`config.mk`:
```
export PLATFORM = sky130hd
export DESIGN_NAME = pwm_demod
export DESIGN_NICKNAME = d
export VERILOG_FILES = /design/src/rtl/pwm_demod.sv
export SDC_FILE = /design/constraint.sdc
export NUM_CORES = 1
export LEC_CHECK = 0
export BUFFER_PORTS_ARGS = -buffer_cell sky130_fd_sc_hd__buf_2
export CAP_MARGIN = 40
export CORE_ASPECT_RATIO = 0.5
export CORE_MARGIN = 4
export CORE_UTILIZATION = 35
export CTS_BUF_LIST = sky130_fd_sc_hd__clkbuf_4 sky130_fd_sc_hd__clkbuf_8
export CTS_CLUSTER_SIZE = 30
export DETAILED_ROUTE_END_ITERATION = 8
export PLACE_DENSITY = 0.46
export SYNTH_ARGS = -nofsm -noshare
export SYNTH_HDL_FRONTEND = slang
export SYNTH_SLANG_ARGS = --single-unit
export TNS_END_PERCENT = 5
```
`constraint.sdc`:
```
create_clock -name clk -period 3.5 [get_ports clk]
set_clock_uncertainty 0.05 [all_clocks]
set_input_delay 0.7 -clock clk [delete_from_list [all_inputs] [get_ports clk]]
set_output_delay 0.7 -clock clk [all_outputs]
set_load 0.01 [all_outputs]
```
`src/rtl/pwm_demod.sv`:
```
// pwm_demod: PWM duty-cycle demodulator, duty = floor(H * 2^M / P) per measured period.
// Latency: duty_valid is M+1 cycles after the rise on pwm_s (+2 cycles on pwm_in with PWM_DEMOD_SYNC_EN).
// Backpressure: none; a rise that arrives while the divider is busy drops its capture and pulses ovr.
//
// Ports:
//   clk         system clock, all logic on posedge
//   rst         asynchronous, active-high reset
//   pwm_in      PWM stream to measure
//   duty        last recovered duty fraction, held between updates
//   duty_valid  1-cycle pulse when duty updates
//   ovr         1-cycle pulse when a capture is dropped because the divider is busy
//
// Build option: define PWM_DEMOD_SYNC_EN to pass pwm_in through a 2-flop
// synchronizer (for asynchronous/external sources). Results are identical in
// both builds; only the pwm_in -> duty_valid latency grows by 2 cycles.
module pwm_demod #(
    parameter int N = 14,   // counter width, max measurable period 2^N-1 cycles
    parameter int M = 12    // duty width and number of divider iterations
) (
    input  logic         clk,
    input  logic         rst,
    input  logic         pwm_in,
    output logic [M-1:0] duty,
    output logic         duty_valid,
    output logic         ovr
);

    localparam int ITW = $clog2(M + 1);

    localparam logic [1:0] S_IDLE    = 2'd0;
    localparam logic [1:0] S_MEASURE = 2'd1;
    localparam logic [1:0] S_DIVIDE  = 2'd2;

    localparam logic [N-1:0]   CNT_MAX   = {N{1'b1}};
    localparam logic [N-1:0]   CNT_ONE   = N'(1);
    localparam logic [ITW-1:0] ITER_ONE  = ITW'(1);
    localparam logic [ITW-1:0] ITER_LAST = ITW'(M - 1);
    localparam logic [ITW-1:0] ITER_DONE = ITW'(M);

    // ------------------------------------------------------------------
    // Input path
    // ------------------------------------------------------------------
    logic pwm_s;
    logic pwm_d;
    logic rise;

`ifdef PWM_DEMOD_SYNC_EN
    logic [1:0] sync_ff;

    always_ff @(posedge clk or posedge rst) begin
        if (rst) begin
            sync_ff <= 2'b00;
        end else begin
            sync_ff <= {sync_ff[0], pwm_in};
        end
    end

    assign pwm_s = sync_ff[1];
`else
    assign pwm_s = pwm_in;
`endif

    always_ff @(posedge clk or posedge rst) begin
        if (rst) begin
            pwm_d <= 1'b0;
        end else begin
            pwm_d <= pwm_s;
        end
    end

    assign rise = pwm_s & ~pwm_d;

    // ------------------------------------------------------------------
    // State
    // ------------------------------------------------------------------
    logic [1:0]     state;
    logic [N-1:0]   per_cnt;
    logic [N-1:0]   hi_cnt;
    logic [N-1:0]   p_reg;
    // The remainder is always < P between iterations, so N bits hold it;
    // only the shifted value needs the extra bit.
    logic [N-1:0]   rem;
    // Only M-1 quotient bits are stored: the last bit goes straight to duty.
    logic [M-2:0]   quo;
    logic [ITW-1:0] iter;

    // Saturating counter increments
    logic [N-1:0] per_inc;
    logic [N-1:0] hi_inc;
    logic         timeout;
    logic [M-1:0] timeout_duty;

    assign per_inc      = (per_cnt == CNT_MAX) ? per_cnt : per_cnt + CNT_ONE;
    assign hi_inc       = (pwm_s && (hi_cnt != CNT_MAX)) ? hi_cnt + CNT_ONE : hi_cnt;
    // A rise in the same cycle wins: it is a real edge, so no timeout.
    assign timeout      = (per_cnt == CNT_MAX) && !rise;
    assign timeout_duty = pwm_s ? {M{1'b1}} : {M{1'b0}};

    // One restoring-divide step
    logic [N:0]   rem_sh;
    logic         qbit;
    logic [N:0]   rem_sub;
    logic [N-1:0] rem_nxt;
    logic [M-1:0] quo_nxt;

    always_comb begin
        rem_sh  = {rem, 1'b0};
        qbit    = (rem_sh >= {1'b0, p_reg});
        rem_sub = rem_sh - {1'b0, p_reg};
        rem_nxt = qbit ? rem_sub[N-1:0] : rem_sh[N-1:0];
        quo_nxt = {quo, qbit};
    end

    always_ff @(posedge clk or posedge rst) begin
        if (rst) begin
            state      <= S_IDLE;
            per_cnt    <= '0;
            hi_cnt     <= '0;
            p_reg      <= '0;
            rem        <= '0;
            quo        <= '0;
            iter       <= '0;
            duty       <= '0;
            duty_valid <= 1'b0;
            ovr        <= 1'b0;
        end else begin
            duty_valid <= 1'b0;
            ovr        <= 1'b0;

            // Period/high counters: held at 0 in IDLE, free-running otherwise,
            // reloaded to 1 on every rise (the rise cycle itself is high).
            if (state == S_IDLE) begin
                per_cnt <= rise ? CNT_ONE : '0;
                hi_cnt  <= rise ? CNT_ONE : '0;
            end else if (rise) begin
                per_cnt <= CNT_ONE;
                hi_cnt  <= CNT_ONE;
            end else begin
                per_cnt <= per_inc;
                hi_cnt  <= hi_inc;
            end

            case (state)
                S_IDLE: begin
                    // First edge only arms the measurement.
                    if (rise) begin
                        state <= S_MEASURE;
                    end
                end

                S_MEASURE: begin
                    if (rise) begin
                        p_reg <= per_cnt;
                        rem   <= hi_cnt;
                        quo   <= '0;
                        iter  <= '0;
                        state <= S_DIVIDE;
                    end else if (timeout) begin
                        duty       <= timeout_duty;
                        duty_valid <= 1'b1;
                        per_cnt    <= '0;
                        hi_cnt     <= '0;
                        state      <= S_IDLE;
                    end
                end

                S_DIVIDE: begin
                    // The counters above have already reloaded for this rise;
                    // only the capture is lost.
                    if (rise) begin
                        ovr <= 1'b1;
                    end
                    if (iter != ITER_DONE) begin
                        rem  <= rem_nxt;
                        quo  <= quo_nxt[M-2:0];
                        iter <= iter + ITER_ONE;
                        if (iter == ITER_LAST) begin
                            duty       <= quo_nxt;
                            duty_valid <= 1'b1;
                        end
                    end else if (timeout) begin
                        // Counter saturated while dividing: report it now.
                        duty       <= timeout_duty;
                        duty_valid <= 1'b1;
                        per_cnt    <= '0;
                        hi_cnt     <= '0;
                        state      <= S_IDLE;
                    end else begin
                        // Output cycle: duty_valid is high, back to measuring.
                        state <= S_MEASURE;
                    end
                end

                default: begin
                    state <= S_IDLE;
                end
            endcase
        end
    end

endmodule

```
==> flow_metrics.py, run 1 <==
metrics = {
    "logic_synthesis": {
        "synth-seq-cells": 88,
        "netlist_area_um2": 4880,
        "syn_inst": 488,
        "dominantRegCellSynth": "dfrtp_1",
        "yosysUniqueCellTypes": 66,
        "syn_area_per_cell_um2": 10.0,
        "synth_top_cell_area_share": 0.451,
        "async_flop_share": 1.00,
        "synth_edf_count": 0,
        "synth_most_common_cell": "dfrtp_1",
        "synth-seq-area-share": 0.451,
        "synth_area_leader_cell": "dfrtp_1",
        "synthTopCellsByArea": "dfrtp_1 (45%), ha_1 (5.6%), nor2_1 (3.8%)",
        "synth_commonest_cells": "dfrtp_1 (88), nor2_1 (50), nand2_1 (32), inv_1 (31)",
        "syn_nets": 514,
        "yosysWarnings": 0,
    },
    "sta": {
        "relSlewSlack": 0.518,
        "finalCriticalPeriod_ns": 2.60,
        "tightest_slew_ns": 0.723,
        "hold_viol": 0,
        "max_freq_mhz": 385,
        "setup_viol": 0,
        "rsz0062_at_grt": "false",
        "setup_ws_ns": 0.904,
        "drv_slew": 0,
        "final.period_utilization": 0.742,
        "setup_tns_ns": 0,
    },
    "global_route": {
        "grt_util_all_layers": 0.152,
        "antenna_found_initial": 0,
        "globalRouteOverflowTotal": 0,
        "grt_pass1_wl_um": 19300,
        "grt_max_degree": 52,
        "first_global_vias": 3567,
    },
    "worst_setup_path": {
        "end_kind": "register",
        "reg2reg_setup_slack_ns": 0.90,
        "cp_slowest_cell": "nor2_1",
        "cp.required_ns": 3.73,
        "reg2reg_from": "state[0]$_DFFE_PP0P_",
        "reg2regPathDepth": 7,
        "arrival_ns": 2.83,
        "rr_endpoint": "rem[13]$_DFFE_PP0P_",
        "slowest_delay_ns": 0.64,
        "critPathMaxFanout": 18,
        "worstSetupStartpointType": "register",
        "critPathKind": "register to register",
        "crit_chain": "inv_1 > ha_1 > nand2_1 > nor2_1 > o2111ai_1 > mux2_2 > o211ai_1",
    },
    "clock_tree": {
        "cts_setup_buffers": 0,
        "clk_latency_ns": 0.37,
        "max-clock-path-buffers": 2,
        "hold_buffers": 0,
        "clkSinkCount": 88,
        "path_clk_slew_ns": 0.10,
        "post_cts_resize_count": 0,
        "ctsRootBufferMaster": "clkbuf_8",
        "cts_buffers": 9,
        "cts_tree": "yes",
        "h-tree-depth": 3,
    },
    "route": {
        "dr_total_vias": 3559,
        "drt-initial-drc-count": 145,
        "wl_um": 11300,
        "drcViolationCount": 0,
        "dr.pass1.iters": 4,
        "wl_per_cell_um": 16.2,
        "viasPerCell": 5.09,
        "ant_nets": 0,
    },
    "pwr": {
        "powerDensity_nw_per_um2": 1030,
        "power_mw": 5.58,
        "p_leak_nw": 2.52,
        "ir_drop_mv": 0.760,
    },
    "die": {
        "start_util": 0.359,
        "io-pin-count": 17,
        "die_w_um": 175,
        "die-area_um2": 16000,
        "std_cell_rows": 30,
        "core-area_um2": 13600,
        "die_h_um": 91.5,
    },
    "finish": {
        "num_antenna_cells": 0,
        "nets": 528,
        "syn_to_final_growth_pct": 10.9,
        "layout-drive-gt1-share": 0.136,
        "fillers": 1370,
    },
    "flow_run": {
        "cap_viol_max_count": 0,
    },
    "outcome": {
        "status": "complete, no violations",
    },
    "placed_design": {
        "dp_slack_ns": 0.841,
        "portBuffers": 16,
        "gp_congestion": 0.775,
        "dp_hpwl_um": 8100,
    },
    "hold_path": {
        "hold_class": "primary input to async pin",
    },
}
[worst max-delay path by stage]
stage,from,endpoint,slack [ns]
CTS,state[0]$_DFFE_PP0P_,rem[13]$_DFFE_PP0P_,0.90
global route,state[0]$_DFFE_PP0P_,rem[9]$_DFFE_PP0P_,0.59
finish,state[0]$_DFFE_PP0P_,rem[13]$_DFFE_PP0P_,0.90
detailed placement,pwm_in,duty[10]$_DFFE_PP0P_,0.84
floorplan,rst,duty[0]$_DFFE_PP0P_,0.47
global placement,pwm_in,duty[10]$_DFFE_PP0P_,0.87
[where the power goes]
part           internal (mW)  total, mW  switching, mW  leakage (nW)
Sequential              1.20       1.36          0.162          1.19
Clock                  0.502      0.879          0.377         0.127
Combinational           1.41       3.34           1.93          1.20
[layout make-up]
type / instances / area [um2] / share of cell area
Multi-Input combinational cell: 349 / 2460 / 0.455
Sequential cell: 88 / 2200 / 0.406
Tap cell: 192 / 240 / 0.0443
Clock buffer: 11 / 145 / 0.0268
Timing Repair Buffer: 23 / 145 / 0.0268
Inverter: 31 / 118 / 0.0217
Clock inverter: 5 / 104 / 0.0192
[through the flow]
stage / std cells / util / area (um2) / hold slack [ns]
final: 699 / 0.399 / 5420 / 0.348
after floorplan: 488 / - / 4880 / 0.411
after global placement: 683 / 0.380 / 5170 / 0.442
after CTS: 699 / 0.399 / 5420 / 0.369
after detailed placement: 683 / 0.380 / 5170 / 0.444
after global routing: 699 / 0.399 / 5420 / 0.407
[per-layer routing]
metal	routed length [um]	share of wire	track usage
met5	0	0	0
met4	120	0.011	0.0372
met3	267	0.024	0.0320
met2	4760	0.42	0.221
met1	6150	0.54	0.229
[cell usage in the layout, fill, tap and decap left out, drive strengths merged, types with 2 or more instances in the layout]
cell,instances
dfrtp,88
nor2,50
nand2,33
o21ai,33
inv,30
buf,23
ha,22
xor2,19
mux2,18
a21oi,17
xnor2,16
nand3,16
a22oi,14
a2bb2oi,12
clkbuf,11
a22o,10
nor3,8
nand4,8
nor2b,7
mux2i,7
a21o,6
and2,5
a31oi,4
and3,4
o21a,4
nand2b,3
and4,3
bufinv,3
clkinv,3
or2,2
o2111ai,2
o211ai,2
o311a,2
or3,2
a21boi,2
[cell families (layout without fill, tap and decap cells)]
group | count (synthesis) | after routing | share of synthesized area
buffers and inverters | 51 | 70 | 0.0446
DFF | 88 | 88 | 0.451
and+or+nand+nor | 147 | 147 | 0.148
muxes | 25 | 25 | 0.0566
adders and majority gates | 23 | 23 | 0.0605
AOI/OAI and AO/OA | 119 | 119 | 0.177
xor gates and xnor gates | 35 | 35 | 0.0628
[critical path, delay by kind of cell, from the launching register on]
family | cells | cell delay, ns
compound gates | 2 | 0.27
fa+ha+maj | 1 | 0.30
buf+inv | 1 | 0.09
flops | 1 | 0.42
mux | 1 | 0.31
simple gates | 2 | 1.05
No activity file was read; power rests on OpenSTA's default activity.
==> run 2: changes to the inputs <==
--- a/config.mk
+++ b/config.mk
@@ -13,7 +13,7 @@
 export CTS_BUF_LIST = sky130_fd_sc_hd__clkbuf_4 sky130_fd_sc_hd__clkbuf_8
 export CTS_CLUSTER_SIZE = 30
 export DETAILED_ROUTE_END_ITERATION = 8
-export PLACE_DENSITY = 0.46
+export PLACE_DENSITY = 0.48
 export SYNTH_ARGS = -nofsm -noshare
 export SYNTH_HDL_FRONTEND = slang
 export SYNTH_SLANG_ARGS = --single-unit
==> constraint.sdc (replaced) <==
create_clock -name clk -period 2.1 [get_ports clk]
set_clock_uncertainty 0.05 [all_clocks]
set_input_delay 0.42 -clock clk [delete_from_list [all_inputs] [get_ports clk]]
set_output_delay 0.42 -clock clk [all_outputs]
set_load 0.01 [all_outputs]
==> run 2 against run 1 <==
Compared with the run above:
- the run now ends with negative setup slack left
- global-route usage grew 0.17 points
- count of clock-buffer cells in the layout fell by 2
- worst setup slack got worse by 0.99 ns
- critical endpoint is now rem[7]$_DFFE_PP0P_
- worst hold slack worse by 0.24 ns
- combinational power increased by 150%
- highest routed layer unchanged
- routed wire length is 4.5% higher
==> flow_metrics.py, run 2 (synthesis results as in run 1) <==
metrics = {
    "sta": {
        "rsz0062_at_grt": "true",
        "setup_ws_ns": -0.0816,
        "tightest_slew_ns": 0.485,
        "final.period_utilization": 1.04,
        "drv_slew": 0,
        "max_freq_mhz": 458,
        "finalCriticalPeriod_ns": 2.18,
        "setup_viol": 7,
        "hold_viol": 0,
        "relSlewSlack": 0.676,
    },
    "pwr": {
        "p_leak_nw": 2.98,
        "ir_drop_mv": 1.44,
        "powerDensity_nw_per_um2": 1860,
    },
    "global_route": {
        "antenna_found_initial": 0,
        "grt_util_all_layers": 0.153,
        "grt_max_degree": 89,
        "globalRouteOverflowTotal": 0,
        "first_global_vias": 3897,
        "grt_pass1_wl_um": 19800,
    },
    "worst_setup_path": {
        "end_kind": "register",
        "reg2regPathDepth": 9,
        "critPathKind": "register to register",
        "cp-endpoint": "rem[7]$_DFFE_PP0P_",
        "arrival_ns": 2.39,
        "cp-startpoint": "p_reg[6]$_DFFE_PP0P_",
        "worstSetupStartpointType": "register",
        "cp.required_ns": 2.31,
        "reg2reg_from": "p_reg[6]$_DFFE_PP0P_",
        "critPathMaxFanout": 8,
        "reg2reg_setup_slack_ns": -0.08,
        "rr_endpoint": "rem[7]$_DFFE_PP0P_",
    },
    "route": {
        "wl_um": 11800,
        "routedLengthMet1_um": 6400,
        "drt-initial-drc-count": 186,
        "route.met3.wl_um": 294,
        "route.met2.wl_um": 4970,
        "drcViolationCount": 0,
        "route.top_layer_used": "met4",
        "dr_total_vias": 3853,
        "wl_per_cell_um": 15.0,
        "ant_nets": 0,
        "dr.pass1.iters": 4,
        "viasPerCell": 4.91,
    },
    "placed_design": {
        "portBuffers": 16,
        "dp_hpwl_um": 8360,
        "dpl_cell_area_um2": 5840,
        "dp_slack_ns": -0.140,
        "gp_congestion": 0.781,
    },
    "finish": {
        "nets": 613,
        "final_cell_mix": "dfrtp_1 (88), buf_4 (85), nor2_1 (47), nand2_1 (29), inv_1 (26)",
        "num_antenna_cells": 0,
        "syn_to_final_growth_pct": 29.1,
        "fillers": 1338,
        "final_common_cell": "dfrtp_1",
        "design_area_um2": 6310,
        "layout-drive-gt1-share": 0.323,
    },
    "outcome": {
        "violations": "negative setup slack",
        "status": "complete, but fails checks",
    },
    "clock_tree": {
        "max-clock-path-buffers": 2,
        "cts_buffers": 9,
        "clkSinkCount": 88,
        "hold_buffers": 0,
        "cts_tree": "yes",
        "ctsRootBufferMaster": "clkbuf_8",
        "h-tree-depth": 3,
        "clk_latency_ns": 0.37,
        "path_clk_slew_ns": 0.10,
    },
    "die": {
        "io-pin-count": 17,
        "die-area_um2": 16000,
        "die_w_um": 175,
        "core-area_um2": 13600,
        "start_util": 0.359,
        "std_cell_rows": 30,
        "die_h_um": 91.5,
    },
    "hold_path": {
        "hold_class": "primary input to async pin",
    },
    "flow_run": {
        "cap_viol_max_count": 0,
    },
}
## run 2: cell types whose count changed in the layout (fill, tap and decap cells not counted), moves of 4 or more
cell and change:
buf_4 +79, ha_1 -8, ha_4 +7, a21oi_1 -5
buf_12 +5, inv_1 -4, inv_2 +4
## run 2: final cells by class
| class | instances | area (um2) | area share |
|---|---|---|---|
| clock buffers | 9 | 124 | 0.0196 |
| repair buffers | 108 | 863 | 0.137 |
| multi-input cells | 349 | 2690 | 0.427 |
| flip-flops and latches | 88 | 2200 | 0.349 |
| inverters | 31 | 120 | 0.0190 |
| well taps | 192 | 240 | 0.0381 |
| clock inverters | 7 | 67.6 | 0.0107 |
## run 2: per-stage QoR
| step | cells | hold slack [ns] | total power [mW] | setup TNS (ns) | utilization |
|---|---|---|---|---|---|
| global placement | 764 | 0.430 | 9.45 | -0.852 | 0.430 |
| CTS | 780 | 0.119 | 10.9 | -0.679 | 0.448 |
| global route | 784 | 0.154 | 12.6 | -1.13 | 0.464 |
| floorplan | 488 | 0.401 | 6.78 | -0.144 | - |
| detailed placement | 764 | 0.438 | 9.47 | -1.07 | 0.430 |
| finish | 784 | 0.108 | 11.8 | -0.399 | 0.464 |
## run 2: worst max-delay path, stage by stage (launching register included)
cell and delay [ns]:
dfrtp_1 0.39, inv_2 0.07, ha_4 0.21, a21oi_4 0.20
o22ai_4 0.11, a2111oi_4 0.38, o2bb2ai_4 0.14, clkbuf_16 0.18
and2_4 0.17, a21o_1 0.17
## run 2: worst min path at each step
| stage | to | depth (start not counted) | slack [ns] | startpoint |
|---|---|---|---|---|
| floorplan | pwm_d$_DFF_PP0_ | 0 | 0.40 | pwm_in |
| global placement | quo[10]$_DFFE_PP0P_ | 1 | 0.43 | quo[10]$_DFFE_PP0P_ |
| detailed placement | quo[10]$_DFFE_PP0P_ | 1 | 0.44 | quo[10]$_DFFE_PP0P_ |
| CTS | state[1]$_DFFE_PP0P_ | 3 | 0.12 | rst |
| global route | state[0]$_DFFE_PP0P_ | 3 | 0.15 | rst |
| finish | state[1]$_DFFE_PP0P_ | 3 | 0.11 | rst |
## run 2: metal layers
| layer | up-vias | track usage |
|---|---|---|
| met4 | 0 | 0.0353 |
| met2 | 45 | 0.225 |
| met1 | 1863 | 0.231 |
| met5 | - | 0 |
| li1 | 1936 | - |
| met3 | 9 | 0.0324 |
## run 2: what timing repair did
| item | CTS | global route |
|---|---|---|
| gates resized for setup | 11 | 33 |
| gates cloned | 0 | 1 |
| pin swaps | 5 | 11 |
| buffers inserted | 0 | 3 |
| endpoints found under the setup margin | 16 | 47 |
## run 2: where the power goes
part | switching, mW | internal (mW) | total (mW)
Sequential | 0.239 | 2.00 | 2.24
Clock | 0.710 | 0.466 | 1.18
Combinational | 3.94 | 4.40 | 8.34
